--- config.mk ---
export PLATFORM = sky130hd
export DESIGN_NAME = uart_rx_ctrl_flat
export DESIGN_NICKNAME = d
export VERILOG_FILES = /design/src/rtl/uart_pkg.sv /design/src/rtl/uart_rx_ctrl_if.sv /design/src/rtl/uart_sync_fifo.sv /design/src/rtl/uart_rx_ctrl.sv /design/src/flat_wrapper.sv
export SDC_FILE = /design/constraint.sdc
export NUM_CORES = 1
export LEC_CHECK = 0
export BUFFER_PORTS_ARGS = -buffer_cell sky130_fd_sc_hd__buf_2
export CORE_ASPECT_RATIO = 1.25
export CORE_MARGIN = 5
export CORE_UTILIZATION = 50
export CTS_CLUSTER_DIAMETER = 60
export DETAILED_ROUTE_END_ITERATION = 6
export PLACE_DENSITY = 0.68
export SKIP_CTS_REPAIR_TIMING = 1
export SYNTH_ARGS = -nofsm -noshare
export SYNTH_HDL_FRONTEND = slang
export SYNTH_SLANG_ARGS = --single-unit
--- constraint.sdc ---
create_clock -name clk -period 4.9 [get_ports clk]
set_input_delay 0.735 -clock clk [delete_from_list [all_inputs] [get_ports clk]]
set_output_delay 0.735 -clock clk [all_outputs]
set_load 0.02 [all_outputs]
--- src/rtl/uart_pkg.sv ---
// uart_pkg: shared UART receiver constants and controller state encoding
package uart_pkg;

    localparam int UART_OVS           = 16;
    localparam int UART_BITS_PER_CHAR = 10;
    localparam int UART_TO_CHARS      = 4;
    localparam int UART_TO_TICKS_DEF  = UART_TO_CHARS * UART_BITS_PER_CHAR * UART_OVS;

    localparam logic [1:0] ST_OFF_ENC   = 2'd0;
    localparam logic [1:0] ST_EMPTY_ENC = 2'd1;
    localparam logic [1:0] ST_HOLD_ENC  = 2'd2;
    localparam logic [1:0] ST_TMO_ENC   = 2'd3;

    typedef enum logic [1:0] {
        ST_OFF   = ST_OFF_ENC,
        ST_EMPTY = ST_EMPTY_ENC,
        ST_HOLD  = ST_HOLD_ENC,
        ST_TMO   = ST_TMO_ENC
    } rx_state_e;

endpackage

--- src/rtl/uart_rx_ctrl_if.sv ---
// uart_rx_ctrl_if: valid/ready byte stream from the receive FIFO to the host
interface uart_rx_ctrl_if;
    logic [7:0] m_data;
    logic       m_valid;
    logic       m_ready;
    modport master (output m_data, output m_valid, input m_ready);
    modport slave  (input m_data, input m_valid, output m_ready);
endinterface

--- src/rtl/uart_sync_fifo.sv ---
// uart_sync_fifo: DEPTH x 8 first-word-fall-through FIFO with occupancy count
module uart_sync_fifo #(
    parameter int DEPTH = 16
) (
    input  logic                     clk,
    input  logic                     reset,
    input  logic                     push_i,
    input  logic                     pop_i,
    input  logic [7:0]               wdata_i,
    output logic [7:0]               rdata_o,
    output logic [$clog2(DEPTH):0]   count_o
);
    localparam int AW = $clog2(DEPTH);
    localparam int CW = AW + 1;

    logic [7:0]    mem_q [DEPTH];
    logic [AW-1:0] wr_ptr_q, wr_ptr_d;
    logic [AW-1:0] rd_ptr_q, rd_ptr_d;
    logic [CW-1:0] count_q, count_d;

    // next pointers wrap naturally since DEPTH is a power of two
    always_comb begin
        wr_ptr_d = push_i ? wr_ptr_q + AW'(1) : wr_ptr_q;
        rd_ptr_d = pop_i ? rd_ptr_q + AW'(1) : rd_ptr_q;
        count_d  = count_q + CW'(push_i) - CW'(pop_i);
    end

    // storage is not reset; stale entries are hidden by the count
    always_ff @(posedge clk) begin
        if (push_i) mem_q[wr_ptr_q] <= wdata_i;
    end

    // pointer and occupancy registers
    always_ff @(posedge clk or posedge reset) begin
        if (reset) begin
            wr_ptr_q <= '0;
            rd_ptr_q <= '0;
            count_q  <= '0;
        end else begin
            wr_ptr_q <= wr_ptr_d;
            rd_ptr_q <= rd_ptr_d;
            count_q  <= count_d;
        end
    end

    assign rdata_o = (count_q != '0) ? mem_q[rd_ptr_q] : 8'h00;
    assign count_o = count_q;

endmodule

--- src/rtl/uart_rx_ctrl.sv ---
// uart_rx_ctrl: oversampling tick generator, receive FIFO, overrun and character-timeout control
module uart_rx_ctrl
    import uart_pkg::*;
#(
    parameter int DIV_W    = 16,
    parameter int DEPTH    = 16,
    parameter int TO_TICKS = UART_TO_TICKS_DEF
) (
    input  logic                   clk,
    input  logic                   reset,
    input  logic                   cfg_en_i,
    input  logic [DIV_W-1:0]       cfg_div_i,
    output logic                   s_tick_o,
    input  logic                   rx_done_tick_i,
    input  logic [7:0]             rx_data_i,
    uart_rx_ctrl_if.master         m_if,
    output logic [$clog2(DEPTH):0] fifo_count_o,
    output logic                   overrun_o,
    input  logic                   clr_overrun_i,
    output logic                   timeout_o
);
    localparam int CW = $clog2(DEPTH) + 1;
    localparam int TW = $clog2(TO_TICKS);

    logic [DIV_W-1:0] div_cnt_q, div_cnt_d;
    logic             tick_en, tick_wrap;
    logic [CW-1:0]    count, count_nx;
    logic [7:0]       fifo_rdata;
    logic             full, pop, push, drop;
    logic             overrun_q, overrun_d;
    rx_state_e        state_q, state_d;
    logic [TW-1:0]    timer_q, timer_d;

    assign tick_en   = cfg_en_i && (cfg_div_i != '0);
    assign tick_wrap = div_cnt_q >= cfg_div_i - DIV_W'(1);
    assign s_tick_o  = tick_en && (div_cnt_q == cfg_div_i - DIV_W'(1));

    // divisor counter; a shrinking divisor that leaves the count past the end forces a wrap
    always_comb begin
        div_cnt_d = (!tick_en || tick_wrap) ? '0 : div_cnt_q + DIV_W'(1);
    end

    assign full     = count == CW'(DEPTH);
    assign pop      = m_if.m_valid && m_if.m_ready;
    assign push     = rx_done_tick_i && cfg_en_i && (!full || pop);
    assign drop     = rx_done_tick_i && cfg_en_i && full && !pop;
    assign count_nx = count + CW'(push) - CW'(pop);

    uart_sync_fifo #(.DEPTH(DEPTH)) u_fifo (
        .clk     (clk),
        .reset   (reset),
        .push_i  (push),
        .pop_i   (pop),
        .wdata_i (rx_data_i),
        .rdata_o (fifo_rdata),
        .count_o (count)
    );

    assign m_if.m_data  = fifo_rdata;
    assign m_if.m_valid = count != '0;
    assign fifo_count_o = count;

    // sticky overrun; a fresh drop outranks a clear in the same cycle
    always_comb begin
        overrun_d = drop ? 1'b1 : clr_overrun_i ? 1'b0 : overrun_q;
    end

    // timeout FSM: the timer only runs while unread data sits in the FIFO
    always_comb begin
        state_d = state_q;
        timer_d = timer_q;
        if (!cfg_en_i) begin
            state_d = ST_OFF;
            timer_d = '0;
        end else begin
            case (state_q)
                ST_OFF: begin
                    state_d = ST_EMPTY;
                    timer_d = '0;
                end
                ST_EMPTY: begin
                    if (count_nx != '0) begin
                        state_d = ST_HOLD;
                        timer_d = '0;
                    end
                end
                ST_HOLD: begin
                    if (count_nx == '0) begin
                        state_d = ST_EMPTY;
                        timer_d = '0;
                    end else if (push || pop) begin
                        timer_d = '0;
                    end else if (s_tick_o) begin
                        if (timer_q == TW'(TO_TICKS - 1)) begin
                            state_d = ST_TMO;
                            timer_d = '0;
                        end else if (timer_q != '1) begin
                            timer_d = timer_q + TW'(1);
                        end
                    end
                end
                ST_TMO: begin
                    if (push) begin
                        state_d = ST_HOLD;
                        timer_d = '0;
                    end else if (count_nx == '0) begin
                        state_d = ST_EMPTY;
                    end
                end
                default: state_d = ST_OFF;
            endcase
        end
    end

    // control state registers
    always_ff @(posedge clk or posedge reset) begin
        if (reset) begin
            div_cnt_q <= '0;
            overrun_q <= 1'b0;
            state_q   <= ST_OFF;
            timer_q   <= '0;
        end else begin
            div_cnt_q <= div_cnt_d;
            overrun_q <= overrun_d;
            state_q   <= state_d;
            timer_q   <= timer_d;
        end
    end

    assign overrun_o = overrun_q;
    assign timeout_o = state_q == ST_TMO;

endmodule

--- src/flat_wrapper.sv ---
// flat-port wrapper written by rule: the top's interface ports become plain ports
module uart_rx_ctrl_flat import uart_pkg::*;
#(
    parameter int DIV_W    = 16,
    parameter int DEPTH    = 16,
    parameter int TO_TICKS = UART_TO_TICKS_DEF
)
  (clk, reset, cfg_en_i, cfg_div_i, s_tick_o, rx_done_tick_i, rx_data_i, fifo_count_o, overrun_o, clr_overrun_i, timeout_o, m_if_m_data, m_if_m_valid, m_if_m_ready);
  uart_rx_ctrl_if m_if_i ();
  input  logic clk;
  input  logic reset;
  input  logic cfg_en_i;
  input  logic [DIV_W-1:0] cfg_div_i;
  output logic s_tick_o;
  input  logic rx_done_tick_i;
  input  logic [7:0] rx_data_i;
  output logic [$clog2(DEPTH):0] fifo_count_o;
  output logic overrun_o;
  input  logic clr_overrun_i;
  output logic timeout_o;
  output wire logic [$bits(m_if_i.m_data)-1:0] m_if_m_data;
  output wire logic [$bits(m_if_i.m_valid)-1:0] m_if_m_valid;
  input wire logic [$bits(m_if_i.m_ready)-1:0] m_if_m_ready;
  assign m_if_m_data = m_if_i.m_data;
  assign m_if_m_valid = m_if_i.m_valid;
  assign m_if_i.m_ready = m_if_m_ready;
  uart_rx_ctrl #(.DIV_W(DIV_W), .DEPTH(DEPTH), .TO_TICKS(TO_TICKS)) u_core (.clk(clk), .reset(reset), .cfg_en_i(cfg_en_i), .cfg_div_i(cfg_div_i), .s_tick_o(s_tick_o), .rx_done_tick_i(rx_done_tick_i), .rx_data_i(rx_data_i), .m_if(m_if_i), .fifo_count_o(fifo_count_o), .overrun_o(overrun_o), .clr_overrun_i(clr_overrun_i), .timeout_o(timeout_o));
endmodule
==> impl_metrics.tcl, run 1 <==
set metrics [dict create \
    port_buffers 46 \
    status "complete, no violations" \
    cts_sinks 170 \
    gr-total-overflow 0 \
    drive_gt1_share_pct 22.5 \
    synth_cells 535 \
    synthArstFlopShare_pct 24.7 \
    yosys_most_used_dff "edfxtp_1" \
    ys_ff_latch 170 \
    period_minus_slack_ns 4.23 \
    hold_viol 0 \
    fin_skew_ns 0.00888 \
    ys_top_cells_by_count "edfxtp_1, dfrtp_1, mux4_2" \
    grtUsageTotal_pct 17.8 \
    vdd_drop_max_v 0.000242 \
    drc_errors 0 \
    cp-start-kind "flop" \
    end_kind "flop" \
    rows 51 \
    slew_headroom_pct 42.8 \
    synthDistinctLibCells 60 \
    maxCapViolCount 0 \
    antenna_found_initial 0 \
    setup_viol 0 \
    worstPathRequired_ns 5.20 \
    tns_ns 0 \
    viasPerCell 5.81 \
    crit_fanout 10 \
    grt_pass1_vias 5039 \
    dpl.hpwl_um 11200 \
    cts_htree_levels 4 \
    cts_tree "built" \
    synth_top_area_share_pct 47.8 \
    finalPower_mw 4.44 \
    numCtsBuffers 17 \
    synth.area.top_cells "edfxtp_1, dfrtp_1, mux4_2, ha_1, and2_1" \
    die-height_um 152 \
    yosysTopAreaCell "edfxtp_1" \
    path_class "reg2reg" \
    fmax_mhz 237 \
    grt_max_degree 43 \
    tightest_slew_ns 0.859 \
    initial_utilization_pct 51.3 \
    vias 4711 \
    hold_path_class "in2async" \
    worst-endpoint-arrival_ns 4.52 \
    grt_pass1_wl_um 25900 \
    clk_pin_slew_worst_paths_ns 0.06 \
    layout.nets 647 \
    wl_um 15600 \
    io_pins 47 \
    routabilityCongestion 0.823 \
    diodes 0 \
    ant_nets 0 \
    fin_crit_sh_pct 86.3 \
    worst_slack_ns 0.673 \
    area_growth_pct 12.6 \
    timing.hold.ws_ns 0.440 \
    fin_util_pct 57.7 \
    die-area_um2 18700 \
    post-synth-top-count-cell "edfxtp_1" \
    drv_slew 0 \
    cts-root-buf "clkbuf_16" \
    synth.avg_cell_area_um2 15.0 \
    clock_latency_ns 0.42 \
    pre_cts_slack_ns 0.575 \
    ys_seq_area_share_pct 60.8 \
    die_w_um 123 \
    rsz0062_at_grt "false" \
    p_leak_nw 3.30 \
    cts_buffer_depth 2 \
    synth_edf_count 128 \
    synth_nets 596 \
    core_um2 15700 \
    post_drt_wl_per_cell_um 19.2 \
    synth.yosys.warnings 0 \
    p_per_area_nw_per_um2 490 \
    synth_area_um2 8050 \
    first_pass_iters 5 \
    drt_iter0_markers 288 \
]
[power breakdown]
part           switching, mW  total, mW  internal, mW
registers              0.203       1.88          1.67
logic                  0.638       1.29         0.648
clock network          0.559       1.27         0.715
[flip-flops by register name, indices dropped and copies added (netlist names)]
name	flops
u_core.u_fifo.mem_q	128
u_core.div_cnt_q	16
u_core.timer_q	10
u_core.u_fifo.count_o	5
u_core.u_fifo.rd_ptr_q	4
u_core.u_fifo.wr_ptr_q	4
u_core.state_q	2
u_core.overrun_o	1
[final timing paths]
kind                            slack (ns)  cells past startpoint                      from                        end
min in group clk                      0.49                      2          u_core.overrun_o           u_core.overrun_o
worst max-delay path                  0.67                     15  u_core.u_fifo.count_o[3]          u_core.timer_q[3]
worst min-delay path                  0.44                      3                     reset          u_core.timer_q[7]
max in group asynchronous             4.06                      3                     reset  u_core.u_fifo.rd_ptr_q[0]
worst max register to register        0.67                     15  u_core.u_fifo.count_o[3]          u_core.timer_q[3]
worst min register to register        0.49                      2          u_core.overrun_o           u_core.overrun_o
[layout by cell type, fill, tap and decap left out, types with 5 or more instances in the layout]
cell type / instances
inv_1: 11
nand4_1: 14
mux4_2: 40
o21ai_1: 5
a21o_1: 7
nand2_1: 35
and2_1: 27
inv_6: 6
xnor2_1: 18
ha_1: 30
xor2_1: 18
and3_1: 6
clkbuf_16: 17
nor2_1: 22
edfxtp_1: 128
a21oi_1: 5
nor4_1: 21
buf_2: 46
nor3_1: 13
dfrtp_1: 40
nand3_1: 10
[cells by family (layout without fill, tap and decap cells)]
| group | count (synthesis) | after routing | synth area share (%) |
|---|---|---|---|
| AND/OR/NAND/NOR | 178 | 178 | 12.6 |
| flip-flops | 170 | 170 | 60.8 |
| adder cells (fa/ha/maj) | 31 | 31 | 4.91 |
| AO/OA/AOI/OAI | 45 | 45 | 4.31 |
| buffers and inverters | 32 | 96 | 1.68 |
| XOR/XNOR | 36 | 36 | 3.92 |
| multiplexers | 43 | 43 | 11.7 |
[routing by layer]
layer,vias to the layer above,wire length [um],GRT usage [%]
met5,-,0,0
met4,0,355,5.75
met3,33,579,3.90
met2,127,8470,31.2
met1,2354,6190,21.6
li1,2197,-,-
[cell type report]
cell class                 count  area [um2]
multi-input combinational    333        3020
fill                        1248        6640
clock buffer                  19         433
tap                          212         265
timing repair buffer          50         260
clock inverter                13         133
inverter                      14        52.6
sequential                   170        4900
[worst max-delay path: stages (launching register included)]
cell and delay, ns:
dfrtp_1 0.40, inv_1 0.09, ha_1 0.13, or3b_1 0.38, nand2b_1 0.35, and2_1 0.31, inv_2 0.09, ha_1 0.23
ha_1 0.21, fa_1 0.40, nand3b_1 0.12, a31oi_1 0.13, o211a_2 0.34, a31oi_1 0.39, o21ai_2 0.16, a221o_1 0.38
[metrics by stage]
step	area, um2	instances
2_1_floorplan	8050	535
3_3_place_gp	8490	779
3_5_place_dp	8490	779
4_1_cts	9060	811
5_1_grt	9060	811
6_report	9060	811
No activity file was read; power rests on OpenSTA's default activity.
==> run 2, diff against run 1 <==
- ABC_AREA: default -> 1
- PLACE_DENSITY: 0.68 -> 0.67
==> run 2 against run 1 <==
  * Synthesized area grew 2.5%
  * Maximum frequency is 5.1% higher
  * Largest power group unchanged
  * Global-route usage grew 2.0 points
  * Die area up 2.3%
  * Sequential power is 5% lower
  * Non-clock buffer count grew 3
  * Total power up 5.7%
  * Critical path type unchanged
  * Core utilization decreased by 0.80 points
  * Register-to-register slack better by 0.20 ns
==> impl_metrics.tcl, run 2 <==
set metrics [dict create \
    switching_power_mw 1.82 \
    antenna_found_initial 0 \
    vias 6025 \
    combPwrFrac_pct 35.1 \
    viasPerCell 5.59 \
    post-synth-top-count-cell "nor2_1" \
    layout_commonest_cell "nor2_1" \
    numCtsBuffers 17 \
    cts-root-buf "clkbuf_16" \
    fillers 1372 \
    synth_top_area_share_pct 46.6 \
    synth_edf_count 128 \
    port_buffers 46 \
    worst-endpoint-arrival_ns 4.33 \
    synth.area.top_cells "edfxtp_1, dfrtp_1, nor2_1, ha_1, o21ai_0" \
    fmax_mhz 249 \
    hold_path_class "in2async" \
    end_kind "flop" \
    p_leak_nw 3.59 \
    crit_fanout 11 \
    synth_area_um2 8250 \
    cts_sinks 170 \
    rows 52 \
    largest_reg_flops 128 \
    hold_viol 0 \
    routabilityCongestion 0.923 \
    slew_headroom_pct 41.7 \
    ys_seq_area_share_pct 59.4 \
    synthDistinctLibCells 37 \
    drv_slew 0 \
    post_drt_wl_per_cell_um 17.4 \
    swShare_pct 38.7 \
    grt_max_degree 67 \
    tightest_slew_ns 0.871 \
    seqPwrFrac_pct 38.2 \
    drt_iter0_markers 461 \
    maxCapViolCount 0 \
    synth.yosys.warnings 0 \
    diodes 0 \
    path_cells "inv_1 > ha_1 > nor3b_2 > inv_1 > nor2_2 > inv_1 > nand2_2 > ha_1 > ha_1 > fa_1 > xor2_1 > nor2_1 > nand2_1 > nor2_2 > a21boi_1 > nand2_2 > nand2_1 > nand2_1" \
    yosysTopAreaCell "edfxtp_1" \
    ys_top_cells_by_count "nor2_1, edfxtp_1, nand2_1" \
    worstPathRequired_ns 5.21 \
    final_cell_mix "nor2_1, edfxtp_1, nand2_1" \
    cts_htree_levels 4 \
    finalPower_mw 4.69 \
    initial_utilization_pct 50.9 \
    fin_skew_ns 0.0108 \
    top_regs "u_core.u_fifo.mem_q: 128 flops, u_core.div_cnt_q: 16 flops, u_core.timer_q: 10 flops" \
    rsz0062_at_grt "false" \
    synthArstFlopShare_pct 24.7 \
    die-area_um2 19200 \
    ys_ff_latch 170 \
    drive_gt1_share_pct 11.7 \
    cts_buffer_depth 2 \
    fin_crit_sh_pct 82.1 \
    max_flop_register "u_core.u_fifo.mem_q" \
    synth.avg_cell_area_um2 10.3 \
    cp_slowest_cell "a21boi_1" \
    max_stage_delay_ns 0.63 \
    status "complete, no violations" \
    core_um2 16200 \
    p_per_area_nw_per_um2 509 \
    drc_errors 0 \
    p_clk_share_pct 26.7 \
    die-height_um 154 \
    synth_cells 804 \
    grt_pass1_wl_um 30100 \
    die_w_um 125 \
    tns_ns 0 \
    area_growth_pct 11.8 \
    vdd_drop_max_v 0.000244 \
    layout.nets 910 \
    grtUsageTotal_pct 19.9 \
    path_class "reg2reg" \
    period_minus_slack_ns 4.02 \
    setup_viol 0 \
    critical_path.top_delay_family "simple AND/OR/NAND/NOR gates" \
    wl_um 18700 \
    grt_pass1_vias 5979 \
    dpl.hpwl_um 12700 \
    clk_pin_slew_worst_paths_ns 0.06 \
    timing.hold.ws_ns 0.433 \
    cp-start-kind "flop" \
    p_int_mw 2.88 \
    cts_tree "built" \
    critPathBufInv 3 \
    gr-total-overflow 0 \
    first_pass_iters 5 \
    io_pins 47 \
    clock_latency_ns 0.43 \
    synth_nets 865 \
    yosys_most_used_dff "edfxtp_1" \
    ant_nets 0 \
]
run 2: cell count changes after synthesis, sizes merged, moves of 8 or more:
| cell | previous run | this run |
|---|---|---|
| inv | 14 | 65 |
| o22ai | 0 | 9 |
| mux4 | 40 | 0 |
| xor2 | 18 | 26 |
| o221ai | 0 | 24 |
| o21ai | 8 | 78 |
| nand2 | 35 | 106 |
| nand3 | 10 | 47 |
| nor4 | 22 | 0 |
| a21oi | 7 | 21 |
| nor2 | 22 | 157 |
| and2 | 27 | 1 |
run 2: power groups by stage:
| stage | Sequential, mW | Combinational (mW) | Clock, mW |
|---|---|---|---|
| 2_1_floorplan | 1.80 | 1.15 | 0 |
| 3_3_place_gp | 1.81 | 1.59 | 0 |
| 3_5_place_dp | 1.82 | 1.63 | 0 |
| 4_1_cts | 1.79 | 1.64 | 1.28 |
| 5_1_grt | 1.81 | 1.83 | 1.34 |
| 6_report | 1.79 | 1.65 | 1.25 |
run 2: per-stage QoR:
step | worst slack (ns) | std cells | cell area (um2) | utilization (%)
finish | 0.878 | 1077 | 9220 | 56.9
global route | 0.582 | 1077 | 9220 | 56.9
CTS | 0.888 | 1077 | 9220 | 56.9
detailed placement | 0.902 | 1046 | 8670 | 53.5
global placement | 1.15 | 1046 | 8670 | 53.5
floorplan | 1.42 | 804 | 8250 | -
run 2: worst min-delay path, delay by kind of cell:
family,cells,cell delay (ns)
buffers and inverters,3,0.58
run 2: path summary, 6_finish.rpt:
path	from	slack (ns)	to	cells past startpoint
worst max-delay path	u_core.u_fifo.count_o[3]	0.88	u_core.timer_q[3]	18
worst min-delay path	reset	0.43	u_core.overrun_o	3
worst max register to register	u_core.u_fifo.count_o[3]	0.88	u_core.timer_q[3]	18
worst min register to register	u_core.div_cnt_q[0]	0.48	u_core.div_cnt_q[0]	1
max in group asynchronous	reset	4.08	u_core.u_fifo.wr_ptr_q[2]	3
min in group clk	u_core.div_cnt_q[0]	0.48	u_core.div_cnt_q[0]	1
run 2: cells by family (layout without fill, tap and decap cells):
| group | after synthesis | in the layout | synth area share, % |
|---|---|---|---|
| and+or+nand+nor | 335 | 335 | 17.4 |
| DFF | 170 | 170 | 59.4 |
| AOI/OAI and AO/OA | 136 | 136 | 9.73 |
| buffers and inverters | 93 | 150 | 4.61 |
| xor gates and xnor gates | 39 | 39 | 4.14 |
| adders and majority gates | 31 | 31 | 4.79 |
run 2: layout make-up:
cell class | count | area, um2 | area share (%)
flip-flops and latches | 170 | 4890 | 53.1
repair buffers | 53 | 283 | 3.07
clock buffers | 18 | 429 | 4.66
inverters | 66 | 248 | 2.69
well taps | 216 | 270 | 2.93
clock inverters | 13 | 120 | 1.30
multi-input cells | 541 | 2970 | 32.2
run 2: routing by layer:
metal | vias up | part of all wire [%] | GRT usage, %
li1 | 2873 | - | -
met1 | 2901 | 40 | 24.0
met2 | 208 | 50 | 34.2
met3 | 43 | 6.5 | 4.68
met4 | 0 | 3.2 | 8.32
met5 | - | 0 | 0
